**src/rtl/load_store_unit.sv**
```systemverilog
// ============================================================================
//  Module      : load_store_unit
//  Description : Memory-access stage in front of a word-organised data memory
//                with a one-cycle registered read. Accepts one load/store at a
//                time over a valid/ready handshake, performs byte stores as
//                read-modify-write, and returns a one-cycle response pulse.
//  Ports       : clk, rst                       - clock, sync active-high reset
//                reqValid/reqReady              - request handshake
//                reqWrite/reqByte/reqSigned     - access kind
//                reqAddr, reqData               - byte address, store data
//                respValid/respError/respData   - completion pulse and result
//                memAddress/memWriteEnable/
//                memWriteData/memData           - data-memory port
//  Revision    : 1.0 - initial release
// ============================================================================
`default_nettype none

module load_store_unit #(
    parameter int WORDS_LOG2 = 4
) (
    input  logic                  clk,
    input  logic                  rst,
    input  logic                  reqValid,
    output logic                  reqReady,
    input  logic                  reqWrite,
    input  logic                  reqByte,
    input  logic                  reqSigned,
    input  logic [WORDS_LOG2+1:0] reqAddr,
    input  logic [31:0]           reqData,
    output logic                  respValid,
    output logic                  respError,
    output logic [31:0]           respData,
    output logic [WORDS_LOG2-1:0] memAddress,
    output logic                  memWriteEnable,
    output logic [31:0]           memWriteData,
    input  logic [31:0]           memData
);

    // MERGE doubles as the capture cycle of a load (memData valid there).
    localparam logic [2:0] S_IDLE  = 3'd0;
    localparam logic [2:0] S_READ  = 3'd1;
    localparam logic [2:0] S_MERGE = 3'd2;
    localparam logic [2:0] S_WRITE = 3'd3;
    localparam logic [2:0] S_DONE  = 3'd4;

    logic [2:0]            r_state,       w_state;
    logic                  r_write,       w_write;
    logic                  r_byte,        w_byte;
    logic                  r_signed,      w_signed;
    logic [1:0]            r_lane,        w_lane;
    logic [7:0]            r_data_byte,   w_data_byte;
    logic                  r_resp_valid,  w_resp_valid;
    logic                  r_resp_error,  w_resp_error;
    logic [31:0]           r_resp_data,   w_resp_data;
    logic [WORDS_LOG2-1:0] r_mem_addr,    w_mem_addr;
    logic                  r_mem_we,      w_mem_we;
    logic [31:0]           r_mem_wdata,   w_mem_wdata;

    logic [7:0]            w_rd_byte;
    logic [31:0]           w_load_val;
    logic [31:0]           w_merged;

    // Selected little-endian lane of the word returned by the memory.
    assign w_rd_byte  = memData[{r_lane, 3'b000} +: 8];
    assign w_load_val = r_byte ? {{24{r_signed & w_rd_byte[7]}}, w_rd_byte} : memData;

    always_comb begin
        w_merged = memData;
        w_merged[{r_lane, 3'b000} +: 8] = r_data_byte;
    end

    always_comb begin
        w_state      = r_state;
        w_write      = r_write;
        w_byte       = r_byte;
        w_signed     = r_signed;
        w_lane       = r_lane;
        w_data_byte  = r_data_byte;
        w_resp_valid = 1'b0;
        w_resp_error = r_resp_error;
        w_resp_data  = r_resp_data;
        w_mem_addr   = r_mem_addr;
        w_mem_we     = 1'b0;
        w_mem_wdata  = r_mem_wdata;
        case (r_state)
            S_IDLE: begin
                if (reqValid) begin
                    w_write     = reqWrite;
                    w_byte      = reqByte;
                    w_signed    = reqSigned;
                    w_lane      = reqAddr[1:0];
                    w_data_byte = reqData[7:0];
                    if (!reqByte && (reqAddr[1:0] != 2'b00)) begin
                        // Misaligned word access: answer immediately, memory untouched.
                        w_state      = S_DONE;
                        w_resp_valid = 1'b1;
                        w_resp_error = 1'b1;
                    end else if (reqWrite && !reqByte) begin
                        w_state      = S_WRITE;
                        w_resp_error = 1'b0;
                        w_mem_addr   = reqAddr[WORDS_LOG2+1:2];
                        w_mem_wdata  = reqData;
                        w_mem_we     = 1'b1;
                    end else begin
                        w_state      = S_READ;
                        w_resp_error = 1'b0;
                        w_mem_addr   = reqAddr[WORDS_LOG2+1:2];
                    end
                end
            end
            S_READ: begin
                w_state = S_MERGE;
            end
            S_MERGE: begin
                if (r_write) begin
                    w_state     = S_WRITE;
                    w_mem_wdata = w_merged;
                    w_mem_we    = 1'b1;
                end else begin
                    w_state      = S_DONE;
                    w_resp_data  = w_load_val;
                    w_resp_valid = 1'b1;
                end
            end
            S_WRITE: begin
                w_state      = S_DONE;
                w_resp_valid = 1'b1;
            end
            S_DONE: begin
                w_state = S_IDLE;
            end
            default: begin
                w_state = S_IDLE;
            end
        endcase
    end

    always_ff @(posedge clk) begin
        if (rst) begin
            r_state      <= S_IDLE;
            r_write      <= 1'b0;
            r_byte       <= 1'b0;
            r_signed     <= 1'b0;
            r_lane       <= 2'b00;
            r_data_byte  <= 8'h00;
            r_resp_valid <= 1'b0;
            r_resp_error <= 1'b0;
            r_resp_data  <= 32'h0;
            r_mem_addr   <= '0;
            r_mem_we     <= 1'b0;
            r_mem_wdata  <= 32'h0;
        end else begin
            r_state      <= w_state;
            r_write      <= w_write;
            r_byte       <= w_byte;
            r_signed     <= w_signed;
            r_lane       <= w_lane;
            r_data_byte  <= w_data_byte;
            r_resp_valid <= w_resp_valid;
            r_resp_error <= w_resp_error;
            r_resp_data  <= w_resp_data;
            r_mem_addr   <= w_mem_addr;
            r_mem_we     <= w_mem_we;
            r_mem_wdata  <= w_mem_wdata;
        end
    end

    assign reqReady       = (r_state == S_IDLE) && !rst;
    assign respValid      = r_resp_valid;
    assign respError      = r_resp_error;
    assign respData       = r_resp_data;
    assign memAddress     = r_mem_addr;
    // Reset arriving during WRITE must suppress the write in that same cycle.
    assign memWriteEnable = r_mem_we & ~rst;
    assign memWriteData   = r_mem_wdata;

endmodule

`default_nettype wire

```
**config.mk**
```make
export PLATFORM = sky130hd
export DESIGN_NAME = load_store_unit
export DESIGN_NICKNAME = d
export VERILOG_FILES = /design/src/rtl/load_store_unit.sv
export SDC_FILE = /design/constraint.sdc
export NUM_CORES = 1
export LEC_CHECK = 0
export BUFFER_PORTS_ARGS = -buffer_cell sky130_fd_sc_hd__buf_2
export CAP_MARGIN = 20
export CELL_PAD_IN_SITES_DETAIL_PLACEMENT = 1
export CELL_PAD_IN_SITES_GLOBAL_PLACEMENT = 1
export CORE_MARGIN = 10
export CORE_UTILIZATION = 36
export CTS_CLUSTER_DIAMETER = 200
export DETAILED_ROUTE_END_ITERATION = 10
export PLACE_DENSITY = 0.9
export SYNTH_ARGS = -nofsm -noshare
export SYNTH_HDL_FRONTEND = slang
export SYNTH_SLANG_ARGS = --single-unit
export TNS_END_PERCENT = 1
```
**constraint.sdc**
```tcl
create_clock -name clk -period 2.8 [get_ports clk]
set_input_delay 0.14 -clock clk [delete_from_list [all_inputs] [get_ports clk]]
set_output_delay 0.14 -clock clk [all_outputs]
set_load 0.02 [all_outputs]
```
# == Yosys cells after proc, flatten, opt, wreduce, memory -nomap -nowiden ==
# Cells that the tools add are included.
# Widths: inputs -> output; s select.
# classes
eq_ne,7
n_addsub,1
bitwise_logic,5
shift,3
n_reduce_logical,12
mux,21
# op_table
op,count
$mux 32,5
$pmux 32 s2,1
$bwmux 32,1
$shift 8x7->32 const A,1
$shiftx 32x6->8,1
$shiftx 8x7->32,1
$pmux 3 s4,1
$mux 3,3
$ne 2x2->1 const B,4
$mux 1,7
$neg 5->7,1
$eq 3x2->1 const B,2
$reduce_and 5->1,1
$reduce_and 2->1,2
$reduce_bool 2->1,2
$eq 3x1->1 const B,1
$logic_and 1x1->1,3
$logic_not 3->1,1
$not 1->1,3
$pmux 1 s3,1
$reduce_and 3->1,1
$and 1x1->1,2
$logic_not 1->1,2
$mux 2,1
$pmux 1 s2,1
# totals
in_bits,76
output_inout_bits,72
elab_cells,61
register_bits,87

# == Depth between registers and ports, before layout ==
# depth
depth_word,6
mapped_depth,10
depth_no_buf,6

# == Worst setup path before layout ==
# Ideal clock, no wire load.
# synth_timing
kind,register -> register
startpoint,register r_lane[0]
endpoint,"register r_mem_wdata[16], in the netlist memWriteData[16]"
arrival_time_ns,2.422
synth_period_minus_slack_ns,2.490
slack_ns,0.310
t_required_ns,2.732
stages_incl_launch_ff,11
setup_ns,0.068
path_buffers,4
path_cell_list,dfxtp_1 buf_2 clkbuf_1 inv_1 ha_1 clkbuf_1 or2_2 clkbuf_1 nor4b_1 o22ai_1 o2bb2ai_2
# synth_between
elab_chain_len,5
word_cells_on_any_way,6
classes_between,add/sub: 1; shift: 2; mux: 3
# synth_lines
element,line,rtl
"start, declared",50,"logic [1:0] r_lane, w_lane;"
"start signal, assigned",157,r_lane <= w_lane;
$neg 5->7 *,69,"w_merged[{r_lane, 3'b000} +: 8] = r_data_byte;"
$shiftx 8x7->32 / $shift 8x7->32 (equally long branches),69,
$bwmux 32 *,69,
$mux 32 *,115,if (r_write) begin
$pmux 32 s2 *,85,case (r_state)
"end signal, assigned",164,r_mem_wdata <= w_mem_wdata;
"end, declared",57,"logic [31:0] r_mem_wdata, w_mem_wdata;"
# Mark *: on every way between the ends. The rest lies on a longest branch, timed or not. The select of a mux whose other input is x is not followed.
# A chain may end at the register's enable or synchronous reset.

# == Worst setup path after layout ==
# layout_timing
startpoint,register r_lane[0]
endpoint,"register r_mem_wdata[20], in the netlist memWriteData[20]"
# The elaborated chain is that of the path after synthesis.

==> out/results.ini <==
[routing]
drc=0
wl_per_cell_um=20.6
drt_iter0_drc=308
via_per_inst=5.57
dr.pass1.iters=4
vias=4487
wl_um=16600
antenna_left=0

[flow_run]
cap_violations=0

[cts]
cts_buffer_depth=2
numCtsBuffers=9
post_cts_buffers=0
cts_resized=0
clk_pin_slew_ns=0.06
clock_sinks=87
cts_tree=built
postCtsHoldBufs=0
cts_htree_levels=3
root_buffer=clkbuf_16
worstSkewPairLatency_ns=0.35

[timing]
worst_slew_pin_slew_ns=0.898
final_hold_viol_count=0
max_freq_mhz=416
setup_violations=0
layout_min_cycle_time_ns=2.41
holdWs_ns=0.0413
fin_worst_skew_ns=0.00719
finalCritPeriodShare=0.859
slew_violations=0
setup_ws_ns=0.395
fin_setup_tns_ns=0
relSlewSlack=0.394
rsz0062_at_grt=no

[grt]
grt_antenna_before_repair=3
grt_pass1_wl_um=25800
grt_max_degree=47
grt_pass1_vias=4622
track_usage=0.194
grt_overflow=0

[run_status]
status=complete, no violations

[setup_path]
cp.arrival_ns=2.69
critPathCaptureType=flop
path_class=reg -> reg
cp_max_fo=18
worst_ep_required_time_ns=3.08
startpoint_type=flop

[cells_and_area]
final_area_um2=5460
layout.cells.non_filler=805
area_growth_pct=25.2
drive_above_1_share=0.321
nets=731
final_util=0.458

[die]
start_util=0.366
top_level_ports=148
design.die.area_um2=16900
core_area_um2=11900
die_w_um=130
fp.dieH_um=130
rows=40

[hold_path]
hp-class=in -> reg

[placement]
place_area_um2=5160
routabilityCongestion=0.876
dp_cells=786
pre_cts_slack_ns=0.481
dp_hpwl_um=12700
port_buffers=147

[synth]
ys_ff_latch=87
synth_area_um2=4360
synthTopCellsByArea=dfxtp_1 (40%), o2bb2ai_2 (6.9%), nand2_1 (5.6%)
synth_edf_count=0
synth.top_cell.area_share=0.400
postSynthAreaPerCell_um2=8.29
synthDistinctLibCells=41
yosysWarningCount=0
syn_inst=526
synth_top_area_cell=dfxtp_1
async_reset_ff_frac=0
ys_seq_area_frac=0.400
synth_ff_type=dfxtp_1
synth_nets=607

[pwr]
ir_drop_uv=233
p_switching_uw=907
p_per_area_nw_per_um2=558
p_leak_nw=2.33
power_frac_seq=0.440
clkPwrFrac=0.385
comb_power_share=0.174
p_int_mw=2.14
p_total_mw=3.05
power.share.switching=0.298

==> state kept, by name, indices dropped and copies added (netlist names) <==
name,cells
memAddress,4
respData,32
r_data_byte,8
r_byte,1
r_state,3
r_signed,1
r_lane,2
r_write,1
memWriteData,32
respValid,1
r_mem_we,1
respError,1
==> worst max-delay path, stage by stage, from the launching register on <==
cell and delay, ns:
dfxtp_1 0.59, inv_1 0.17, ha_1 0.62, nand2_1 0.30, nor4b_1 0.38, o22ai_1 0.15
o2bb2ai_1 0.13
==> kinds of logic after synthesis <==
logic type,after synthesis,share of synthesized area
AND/OR/NAND/NOR,182,0.202
multiplexers,9,0.0235
buffers and inverters,76,0.0755
flip-flops,87,0.400
AO/OA/AOI/OAI,167,0.285
adder cells (fa/ha/maj),5,0.0144
==> layer usage <==
metal	up-vias	wire length, um	GRT usage
li1	2123	-	-
met1	2170	7280	0.242
met2	159	7670	0.308
met3	35	1140	0.0576
met4	0	484	0.0774
met5	-	0	0
==> power by group through the flow <==
| stage | Combinational, mW | Clock [mW] | Sequential [mW] |
|---|---|---|---|
| final | 0.530 | 1.17 | 1.34 |
| after global routing | 0.583 | 1.24 | 1.35 |
| after CTS | 0.530 | 1.19 | 1.34 |
| after detailed placement | 0.524 | 0 | 1.37 |
| after global placement | 0.507 | 0 | 1.36 |
| after floorplan | 0.299 | 0 | 1.39 |
==> cell usage in the layout (no fill, tap or decap), drive strengths merged, types with 9 or more instances in the layout <==
| master | synthesis | final |
|---|---|---|
| nor4b | 10 | 10 |
| inv | 30 | 30 |
| nand2 | 65 | 65 |
| o21ai | 31 | 31 |
| clkbuf | 33 | 12 |
| nand3b | 9 | 9 |
| a211oi | 25 | 25 |
| o2bb2ai | 24 | 24 |
| o22ai | 24 | 24 |
| a21oi | 35 | 35 |
| nand3 | 13 | 13 |
| or2 | 10 | 10 |
| buf | 13 | 159 |
| nor2b | 10 | 10 |
| dfxtp | 87 | 87 |
| nor2 | 55 | 55 |
==> cell type report <==
type	instances	area, um^2
clock inverters	4	30.0
diodes	3	7.51
flip-flops and latches	87	1740
multi-input cells	363	2300
fillers	1501	6450
repair buffers	159	826
inverters	30	113
well taps	147	184
clock buffers	12	256
==> cell usage after synthesis (all sizes together), types with 9 or more instances <==
master / instances
nand3: 13
nand3b: 9
a211oi: 25
nor2b: 10
o21ai: 31
nor2: 55
o2bb2ai: 24
clkbuf: 33
inv: 30
o22ai: 24
a21oi: 35
or2: 10
nand2: 65
dfxtp: 87
buf: 13
nor4b: 10
==> final timing paths <==
kind,from,end,slack [ns],cells after the start
min,reqSigned,r_signed$_SDFFE_PP0P_,0.04,3
max,r_lane[0]$_SDFFE_PP0P_,memWriteData[20]$_SDFFE_PP0P_,0.39,6
max reg2reg,r_lane[0]$_SDFFE_PP0P_,memWriteData[20]$_SDFFE_PP0P_,0.39,6
min reg2reg,respError$_SDFFE_PP0P_,respError$_SDFFE_PP0P_,0.46,2
No activity file was read; power rests on OpenSTA's default activity.
